[config.mk]
export PLATFORM = sky130hd
export DESIGN_NAME = lzd_share_arbiter
export DESIGN_NICKNAME = d
export VERILOG_FILES = /design/src/rtl/lzd_share_arbiter.sv
export SDC_FILE = /design/constraint.sdc
export NUM_CORES = 1
export LEC_CHECK = 0
export CORE_MARGIN = 8
export CORE_UTILIZATION = 56
export DETAILED_ROUTE_END_ITERATION = 10
export HOLD_SLACK_MARGIN = 0.08
export PLACE_DENSITY_LB_ADDON = 0.2
export SLEW_MARGIN = 40
export SYNTH_ARGS = -nofsm -noshare
export SYNTH_HDL_FRONTEND = slang
export SYNTH_SLANG_ARGS = --single-unit
[constraint.sdc]
create_clock -name clk -period 14.68 [get_ports clk]
set_input_delay 3.67 -clock clk [delete_from_list [all_inputs] [get_ports clk]]
set_output_delay 3.67 -clock clk [all_outputs]
set_load 0.005 [all_outputs]
[src/rtl/lzd_share_arbiter.sv]
// lzd_share_arbiter
//   Shares one decomposable leading-zero detector (1 full, 2 half or 4 quarter
//   slices) among N_REQ posit-decode requesters. Each cycle compatible
//   requests are packed into free slices of a registered word. The detector
//   scans that word, and each requester's result is returned two edges after
//   its grant.
//
// Ports
//   clk           clock
//   rst           synchronous active-high reset
//   req_valid     [N_REQ]          request pending per requester
//   req_size      [N_REQ*2]        0 quarter, 1 half, 2/3 full
//   req_data      [N_REQ*MAX_BITS] right-aligned operand
//   req_ready     [N_REQ]          grant (transfer on valid & ready)
//   rsp_valid     [N_REQ]          one-cycle result strobe
//   rsp_pos       [N_REQ*POS_W]    index of most-significant 0 bit
//   rsp_all_ones  [N_REQ]          operand had no 0 bit (rsp_pos = 0)
module lzd_share_arbiter #(
  parameter int MAX_BITS = 32,
  parameter int N_REQ    = 4
) (
  input  logic                             clk,
  input  logic                             rst,
  input  logic [N_REQ-1:0]                 req_valid,
  input  logic [2*N_REQ-1:0]               req_size,
  input  logic [N_REQ*MAX_BITS-1:0]        req_data,
  output logic [N_REQ-1:0]                 req_ready,
  output logic [N_REQ-1:0]                 rsp_valid,
  output logic [N_REQ*$clog2(MAX_BITS)-1:0] rsp_pos,
  output logic [N_REQ-1:0]                 rsp_all_ones
);

  localparam int Q_BITS = MAX_BITS / 4;
  localparam int H_BITS = MAX_BITS / 2;
  localparam int POS_W  = $clog2(MAX_BITS);
  localparam int RR_W   = (N_REQ > 1) ? $clog2(N_REQ) : 1;

  localparam logic [1:0] SZ_QUARTER = 2'd0;
  localparam logic [1:0] SZ_HALF    = 2'd1;
  localparam logic [1:0] SZ_FULL    = 2'd2;

  typedef struct packed {
    logic [POS_W-1:0] pos;
    logic             all_ones;
  } lzd_t;

  // Most-significant 0 bit among the low w bits of v.
  function automatic lzd_t scan(input logic [MAX_BITS-1:0] v, input int w);
    lzd_t r;
    r.pos      = '0;
    r.all_ones = 1'b1;
    for (int b = 0; b < MAX_BITS; b++) begin
      if (b < w && !v[b]) begin
        r.pos      = POS_W'(b);
        r.all_ones = 1'b0;
      end
    end
    return r;
  endfunction

  // ---------------------------------------------------------------------------
  // Request normalisation: size 3 is folded onto full.
  // ---------------------------------------------------------------------------
  logic [1:0] size_norm [N_REQ];

  for (genvar gi = 0; gi < N_REQ; gi++) begin : g_size
    assign size_norm[gi] = (req_size[2*gi +: 2] == 2'd3) ? SZ_FULL : req_size[2*gi +: 2];
  end

  // ---------------------------------------------------------------------------
  // Packing: round-robin scan from rr, tracking quarter occupancy.
  // slot_next holds the half index for half requests, quarter index for quarters.
  // ---------------------------------------------------------------------------
  logic [RR_W-1:0]  rr_reg;
  logic [RR_W-1:0]  rr_next;
  logic [N_REQ-1:0] grant;
  logic [1:0]       slot_next [N_REQ];

  always_comb begin
    logic [3:0] occ;
    logic       head_found;
    int         idx;
    int         q;
    grant      = '0;
    rr_next    = rr_reg;
    occ        = '0;
    head_found = 1'b0;
    idx        = 0;
    q          = 0;
    for (int i = 0; i < N_REQ; i++) slot_next[i] = 2'd0;
    for (int k = 0; k < N_REQ; k++) begin
      idx = int'(rr_reg) + k;
      if (idx >= N_REQ) idx = idx - N_REQ;
      if (req_valid[idx] && !rst) begin
        case (size_norm[idx])
          SZ_FULL: begin
            // Full width only ever rides alone, as the head.
            if (!head_found) begin
              grant[idx] = 1'b1;
              occ        = 4'hF;
            end
          end
          SZ_HALF: begin
            if (occ[3:2] == 2'b00) begin
              grant[idx]     = 1'b1;
              slot_next[idx] = 2'd1;
              occ[3:2]       = 2'b11;
            end else if (occ[1:0] == 2'b00) begin
              grant[idx]     = 1'b1;
              slot_next[idx] = 2'd0;
              occ[1:0]       = 2'b11;
            end
          end
          default: begin
            // Prefer filling a half that already holds one quarter (lowest
            // free quarter wins), so whole halves stay available for halves.
            q = -1;
            for (int j = 3; j >= 0; j--) begin
              if (!occ[j] && occ[j ^ 1]) q = j;
            end
            if (q < 0) begin
              if (occ[3:2] == 2'b00)      q = 3;
              else if (occ[1:0] == 2'b00) q = 1;
            end
            if (q >= 0) begin
              grant[idx]     = 1'b1;
              slot_next[idx] = 2'(q);
              occ[q]         = 1'b1;
            end
          end
        endcase
        if (!head_found) begin
          head_found = 1'b1;
          rr_next    = (idx == N_REQ - 1) ? '0 : RR_W'(idx + 1);
        end
      end
    end
  end

  assign req_ready = grant;

  // Packed word: granted operands in their slots, unused slots all ones so
  // they never produce a spurious zero.
  logic [MAX_BITS-1:0] packed_next;

  always_comb begin
    packed_next = '1;
    for (int i = 0; i < N_REQ; i++) begin
      if (grant[i]) begin
        case (size_norm[i])
          SZ_FULL:
            packed_next = req_data[i*MAX_BITS +: MAX_BITS];
          SZ_HALF:
            packed_next[int'(slot_next[i])*H_BITS +: H_BITS] = req_data[i*MAX_BITS +: H_BITS];
          default:
            packed_next[int'(slot_next[i])*Q_BITS +: Q_BITS] = req_data[i*MAX_BITS +: Q_BITS];
        endcase
      end
    end
  end

  // ---------------------------------------------------------------------------
  // Stage 1
  // ---------------------------------------------------------------------------
  logic [MAX_BITS-1:0] s1_word_reg;
  logic [N_REQ-1:0]    s1_valid_reg;
  logic [1:0]          s1_slot_reg [N_REQ];
  logic [1:0]          s1_size_reg [N_REQ];

  always_ff @(posedge clk) begin
    if (rst) begin
      rr_reg       <= '0;
      s1_valid_reg <= '0;
    end else begin
      rr_reg       <= rr_next;
      s1_valid_reg <= grant;
    end
  end

  always_ff @(posedge clk) begin
    s1_word_reg <= packed_next;
    for (int i = 0; i < N_REQ; i++) begin
      s1_slot_reg[i] <= slot_next[i];
      s1_size_reg[i] <= size_norm[i];
    end
  end

  // ---------------------------------------------------------------------------
  // Shared decomposable detector on the stage-1 word
  // ---------------------------------------------------------------------------
  lzd_t full_res;
  lzd_t half_res    [2];
  lzd_t quarter_res [4];

  assign full_res = scan(s1_word_reg, MAX_BITS);

  for (genvar gi = 0; gi < 2; gi++) begin : g_half
    assign half_res[gi] = scan(MAX_BITS'(s1_word_reg[gi*H_BITS +: H_BITS]), H_BITS);
  end

  for (genvar gi = 0; gi < 4; gi++) begin : g_quarter
    assign quarter_res[gi] = scan(MAX_BITS'(s1_word_reg[gi*Q_BITS +: Q_BITS]), Q_BITS);
  end

  lzd_t sel_res [N_REQ];

  always_comb begin
    for (int i = 0; i < N_REQ; i++) begin
      case (s1_size_reg[i])
        SZ_FULL: sel_res[i] = full_res;
        SZ_HALF: sel_res[i] = half_res[s1_slot_reg[i][0]];
        default: sel_res[i] = quarter_res[s1_slot_reg[i]];
      endcase
    end
  end

  // ---------------------------------------------------------------------------
  // Stage 2: registered responses
  // ---------------------------------------------------------------------------
  always_ff @(posedge clk) begin
    if (rst) begin
      rsp_valid    <= '0;
      rsp_pos      <= '0;
      rsp_all_ones <= '0;
    end else begin
      rsp_valid <= s1_valid_reg;
      for (int i = 0; i < N_REQ; i++) begin
        if (s1_valid_reg[i]) begin
          rsp_pos[i*POS_W +: POS_W] <= sel_res[i].pos;
          rsp_all_ones[i]           <= sel_res[i].all_ones;
        end
      end
    end
  end

endmodule

==> summary.md, run 1 <==
| Metric | Value |
|---|---|
| Status | complete, no violations |
| Final Critical Period | 14.32 ns |
| Area leader, netlist | dfxtp_1 |
| RSZ-0062 raised after global routing | false |
| Setup CP Type | primary input to output port |
| GRT Total Usage | 0.385 |
| Synthesized area per cell | 7.08 um^2 |
| Yosys cell types | just under 90 |
| Seq cells post-synth | 82 |
| Rows | 49 |
| Sequential share of the synthesized area | 0.158 |
| Worst slew pin tran | 0.864 ns |
| R2R Setup Slk | 3.55 ns |
| Reg2reg start | rr_reg[1] |
| Hold wc startpoint | rsp_pos[4] |
| Root buf cell | clkbuf_16 |
| Synth Net Count | ~1,700 |
| VDD IR max | 0.120 mV |
| DRT iter0 DRCs | ~2,100 |
| Data arrival, critical path | 10.65 ns |
| Vias in the first global route | 12,748 |
| CP most frequent cell | nor2_1 |
| Post-Place Worst Slack | between 0.2 and 0.25 ns |
| Num CTS Buffers | 9 |
| Max stage delay on crit path | approximately 0.74 ns |
| Die Y | 152 um |
| Synthesized instance count | 1,463 |
| # setup viols final | 0 |
| First-pass GRT wire length | 71.9 mm |
| Hold path depth | 2 |
| Antenna-violating nets left | 0 |
| Routability cong. | 1.09 |
| Largest family of logic cells by synthesized area | compound AO/OA/AOI/OAI gates |
| CTS tree | done |
| Overflow after GRT | 0 |
| Layout net count | 1,794 |
| Max Fanout on Critical Path | 8 |
| Power Density | between 200 and 300 nW/um^2 |
| Clock latency on the worst-skew pair | 0.34 ns |
| Antenna violations before repair | 0 |
| Syn-to-layout area delta | 22.3% |
| Simple-Gate Fraction of Synth Area | 0.224 |
| Family with the most delay on the worst path | simple AND/OR/NAND/NOR gates |
| Final total negative setup slack | 0 ns |
| Antenna cells | 0 |
| Worst slew margin | 0.422 |
| Commonest register cell after synthesis | dfxtp_1 |
| Commonest cells post-synth | a21oi_1, nand2_1, nor2_1, o21ai_0, dfxtp_1 |
| Vias post-DR | around 14,000 |
| Count leader, synth | a21oi_1 |
| Die W | roughly 150 um |
| Final Skew | 0.00863 ns |
| Drt pass-1 iters | 7 |
| EDFF count, synth | 0 |
| Post-Synth XOR/XNOR Area | 0 |
| Fraction of layout cells with a size suffix above 1 | 0.0887 |
| Min-Delay Path Class | flip-flop to flip-flop |
| Die ar. | 23,100 um^2 |
| Post-CTS Hold Fix Bufs | 0 |
| P_leak | between 4 and 5 nW |
| Ys Warns | 0 |
| Post-synth ARST share | 0 |
| Residual DRC | 0 |
| Clock tree buffer depth | 2 |
| Initial Util | 0.573 |
| R2R depth | 32 |
| Mapped Area | between 10,000 and 15,000 um^2 |
| Max reg flops | 32 |
| Clock Pin Slew Worst Setup and Hold Paths | 0.06 ns |
| H-Tree Depth | 3 |
| Mux cell area share after synthesis | 0.0827 |
| Crit path buffers/inverters | 6 |
| Vias per std cell | between 7 and 8 |
| Worst Setup Start Kind | primary input |
| Worst Hold Path EP | rsp_pos[4] |
| I/O pin total | 174 |
| Slew Viols, Final | 0 |
| Top cell type's share of synthesized area | 0.158 |
| Final WL | between 40 and 50 mm |
| RR Endpoint | s1_word_reg[23] |
| Max Cap Viol | 0 |
| Synth Area in Compound Gates | 0.402 |
| Critical Path Sink Type | output port |
| Hpwl dp | ~36 mm |
| Synth Area in Adders | 0.0676 |
| WP data required | about 11 ns |
| Fmax | 69.9 MHz |
| Largest net degree at the start of global routing | 37 |
| Core Area | 18,100 um^2 |
| Tcrit/Tclk final | 0.975 |
| Port-buffer cells | 173 |
| Setup ws final | 0.364 ns |
| Endpoints failing hold | 0 |
| Top post-synthesis cells by area | dfxtp_1, a21oi_1, ha_1 |
| Avg WL per Cell | 25.7 um |
| Worst path slowest cell | or4b_2 |
| CTS Sinks | 82 |
cells in the final DEF (no fill, tap or decap), types with 20 or more instances in the layout:
cell and instances:
a22oi_1 48, buf_4 38, inv_1 78, o21ai_0 109, nand2_1 148, o22ai_1 31
nor3_1 27, clkdlybuf4s50_1 172, nand4_1 21, dfxtp_1 82, nand3_1 36, mux4_2 27
a21oi_1 171, mux2i_1 20, ha_1 55, a31oi_1 27, nor2_1 136
worst register-to-register path, delay by kind of cell (launching register included):
kind            cells  cell delay (ns)
fa+ha+maj           5             1.96
mux                 1             0.64
compound gates     11             3.11
buf+inv             5             0.98
flops               1             0.77
simple gates       10             3.54
report_power, final:
| part | internal [mW] | switching [mW] |
|---|---|---|
| logic | 0.946 | 1.76 |
| clock network | 0.118 | 0.0973 |
| registers | 0.298 | 0.0665 |
| total | 1.36 | 1.93 |
per-stage QoR:
stage / instance area, um^2 / power, mW / utilization / hold WS (ns) / std cells
2_1_floorplan: 10400 / 2.05 / - / 0.448 / 1463
3_3_place_gp: 12300 / 2.83 / 0.679 / 0.445 / 1811
3_5_place_dp: 12300 / 2.87 / 0.680 / 0.470 / 1811
4_1_cts: 12600 / 3.11 / 0.696 / 0.480 / 1827
5_1_grt: 12700 / 3.44 / 0.700 / 0.511 / 1830
6_report: 12700 / 3.29 / 0.700 / 0.472 / 1830
cell families (layout without fill, tap and decap cells):
kind of cell,after synthesis,count (layout)
compound gates,618,618
fa+ha+maj,56,56
buf+inv,170,308
flops,82,82
mux,51,51
simple gates,486,486
layout make-up:
type / instances / area (um^2)
clock inverter: 7 / 60.1
tap: 229 / 287
timing repair buffer: 211 / 2020
clock buffer: 9 / 225
multi-input combinational: 1211 / 8130
fill: 1501 / 5420
inverter: 81 / 304
sequential: 82 / 1640
layer usage:
layer,up-vias,GRT usage,part of all wire,routed length [um]
met5,-,0,0,0
met4,0,0.231,0.070,3310
met3,272,0.106,0.14,6510
met2,1215,0.593,0.43,20400
met1,6236,0.473,0.36,16900
li1,5850,-,-,-
how the worst max path moves through the flow:
stage | start | endpoint | cells past startpoint
2_1_floorplan | req_size[3] | req_ready[2] | 27
3_3_place_gp | req_size[3] | req_ready[0] | 28
3_5_place_dp | req_size[0] | req_ready[0] | 27
4_1_cts | req_size[0] | req_ready[0] | 27
5_1_grt | req_size[3] | req_ready[1] | 33
6_report | req_size[6] | req_ready[1] | 28
timing repair:
action                     in CTS  in global routing
gates resized for setup         0                  8
setup buffers                   0                  3
hold endpoints to repair        0                  0
setup endpoints to repair       0                  4
Note: power is estimated with default switching activity, not from simulation.
==> inputs of run 2 (changes only) <==
--- a/config.mk
+++ b/config.mk
@@ -6,7 +6,7 @@
 export NUM_CORES = 1
 export LEC_CHECK = 0
 export CORE_MARGIN = 8
-export CORE_UTILIZATION = 56
+export CORE_UTILIZATION = 50
 export DETAILED_ROUTE_END_ITERATION = 10
 export HOLD_SLACK_MARGIN = 0.08
 export PLACE_DENSITY_LB_ADDON = 0.2
==> constraint.sdc (replaced) <==
create_clock -name clk -period 12.3 [get_ports clk]
set_input_delay 3.075 -clock clk [delete_from_list [all_inputs] [get_ports clk]]
set_output_delay 3.075 -clock clk [all_outputs]
set_load 0.005 [all_outputs]
==> summary.md, run 2 (synthesis gave the netlist of run 1 again) <==
| Metric | Value |
|---|---|
| Fraction of layout cells with a size suffix above 1 | 0.143 (+0.0544) |
| R2R depth | 36 (+13%) |
| WP data required | 9.22 ns (-1.79 ns) |
| Die Y | 160 um (+5.2%) |
| Fmax | slightly above 80 MHz |
| Endpoints failing hold | 0 (unchanged) |
| VDD IR max | 0.183 mV (+52%) |
| Drt pass-1 iters | 9 (+2) |
| Vias per std cell | 7.04 (-5.1%) |
| Multi-input logic area | 8250 um^2 (+1.6%) |
| Die ar. | 25,600 um^2 (+11%) |
| Final Skew | 0.00622 ns (-0.00241 ns) |
| Data arrival, critical path | 9.06 ns (-1.59 ns) |
| Pwr Total | 4.31 mW (+31%) |
| Syn-to-layout area delta | 30.5% |
| Hold wc startpoint | rsp_pos[19] |
| R2R Setup Slk | 2.05 ns (-1.50 ns) |
| First-pass GRT wire length | 74.0 mm (+2.9%) |
| Rows | 52 (+6.1%) |
| Setup ws final | 0.169 ns (-0.195 ns) |
| Power Density | 319 nW/um^2 (+23%) |
| Met3 usage | 0.0725 (-0.0333) |
| Slew Viols, Final | 0 (unchanged) |
| Root buf cell | clkbuf_16 |
| Most crowded layer after global routing | met2 |
| CP Launch Point | req_size[7] |
| WHS | 0.449 ns (-0.0229 ns) |
| Most common cell after layout, fill and taps aside | a21oi_1 |
| Residual DRC | 2 (+2) |
| Min-Delay Path Class | flip-flop to flip-flop |
| CTS tree | done |
| Setup CP Type | primary input to output port |
| Avg WL per Cell | 24.9 um (-3.2%) |
| Largest net degree at the start of global routing | 32 (-14%) |
| Worst Hold Path EP | rsp_pos[19] |
| Failing checks | DRC |
| Final Critical Period | 12.13 ns |
| Hold path depth | 2 (unchanged) |
| Worst Setup Start Kind | primary input |
| Fillcell total | 1,776 (+18%) |
| Vias in the first global route | 13,101 (+2.8%) |
| Layout net count | 1,877 (+4.6%) |
| CTS Sinks | 82 (unchanged) |
| Register Area | 1640 um^2 (unchanged) |
| Antenna-violating nets left | 0 (unchanged) |
| Core Area | 20,300 um^2 (+12%) |
| Clock tree buffer depth | 2 (unchanged) |
| Worst slew pin tran | 0.764 ns (-0.100 ns) |
| P_leak | 5.28 nW (+10%) |
| Post-Place Worst Slack | -0.550 ns (-0.759 ns) |
| Overflow after GRT | 0 (unchanged) |
| Post-CTS Hold Fix Bufs | 0 (unchanged) |
| Worst slew margin | 0.490 (+0.0679) |
| Tcrit/Tclk final | 0.986 |
| RR Endpoint | s1_word_reg[31] |
| Clock latency on the worst-skew pair | 0.34 ns (about the same) |
| # setup viols final | 0 (unchanged) |
| Antenna cells | 0 (unchanged) |
| Critical Path Sink Type | output port |
| I/O pin total | 174 (unchanged) |
| Routability cong. | 1.02 (-6.1%) |
| Status | complete, but fails checks |
| Vias post-DR | 13,747 (+1.3%) |
| Num CTS Buffers | 9 (unchanged) |
| Port-buffer cells | 173 (unchanged) |
| Hpwl dp | 37.6 mm (+5.7%) |
| Highest-count cells in the layout ignoring fill and taps | a21oi_1, clkdlybuf4s50_1, nand2_1 |
| DRT iter0 DRCs | 1,975 (-8.1%) |
| GRT Total Usage | 0.358 (-0.0265) |
| Max reg flops | 32 (unchanged) |
| Antenna violations before repair | 0 (unchanged) |
| Final WL | 48.7 mm (+3.3%) |
| Die W | 160 um (+5.2%) |
| Reg2reg start | rr_reg[1] |
| Max Fanout on Critical Path | 7 (-1) |
| Clock Pin Slew Worst Setup and Hold Paths | 0.06 ns (about the same) |
| Met2 usage | 0.579 (-0.0141) |
| Initial Util | 0.510 (-0.0624) |
| H-Tree Depth | 3 (unchanged) |
| GR Layer Usage met1 | 0.447 (-0.0261) |
| Max Cap Viol | 0 (unchanged) |
run 2: changes by cell type in the layout (fill, tap and decap cells not counted), moves of 3 or more:
cell / previous run / this run
buf_4: 38 / 120
clkdlybuf4s50_1: 172 / 168
dlymetal6s2s_1: 1 / 4
ha_1: 55 / 50
ha_4: 0 / 3
nand2_1: 148 / 145
nand2_2: 0 / 3
o31ai_2: 5 / 1
o31ai_4: 0 / 3
run 2: how the worst max path moves through the flow:
stage	slack, ns	end
2_1_floorplan	0.01	req_ready[2]
5_1_grt	-0.009	req_ready[0]
6_report	0.17	req_ready[3]
4_1_cts	0.006	req_ready[2]
3_3_place_gp	-0.38	req_ready[2]
3_5_place_dp	-0.55	req_ready[2]
run 2: where the power goes:
part	internal (mW)	switching, mW
Sequential	0.356	0.0790
Combinational	1.40	2.18
Clock	0.184	0.105
Total	1.94	2.37
run 2: layer usage:
layer	share of wire	vias up
met2	0.45	1104
li1	-	6013
met3	0.12	232
met4	0.059	0
met5	0	-
met1	0.38	6398
run 2: timing repair:
| item | 4_1_cts | 5_1_grt |
|---|---|---|
| endpoints found under the hold margin | 0 | 0 |
| gates cloned | 0 | 0 |
| gates resized for setup | 26 | 18 |
| buffers inserted | 5 | 7 |
| pin swaps | 12 | 21 |
| setup endpoints to repair | 4 | 4 |
run 2: area by class of cell:
cell class,count,area share
multi-input combinational,1211,0.611
tap,270,0.0250
clock inverter,5,0.00630
clock buffer,11,0.0180
timing repair buffer,294,0.196
inverter,81,0.0225
sequential,82,0.121
run 2: worst max-delay path, cell delays in order:
cell and delay (ns):
clkdlybuf4s50_1 0.49, nand2b_4 0.15, inv_1 0.05, mux4_2 0.56, ha_4 0.26, buf_4 0.15, a221o_1 0.34, nor3_4 0.25
nor2_2 0.08, buf_4 0.16, ha_2 0.21, or4b_4 0.57, inv_1 0.09, o211ai_2 0.09, buf_4 0.18, a311oi_4 0.34
nor3_2 0.09, buf_4 0.15, ha_1 0.19, nor3b_2 0.24, nand2_2 0.11, nor2_4 0.15, a211oi_1 0.07, buf_4 0.16
nand2_1 0.07, o21a_1 0.21, inv_1 0.08, clkdlybuf4s50_1 0.46
run 2: through the flow:
stage                TNS, ns  instances  area [um^2]  utilization
floorplan                  0       1463        10400            -
global placement       -1.09       1926        12900        0.635
detailed placement     -1.73       1926        12900        0.635
CTS                        0       1947        13400        0.659
global route        -0.00878       1954        13500        0.666
finish                     0       1954        13500        0.666
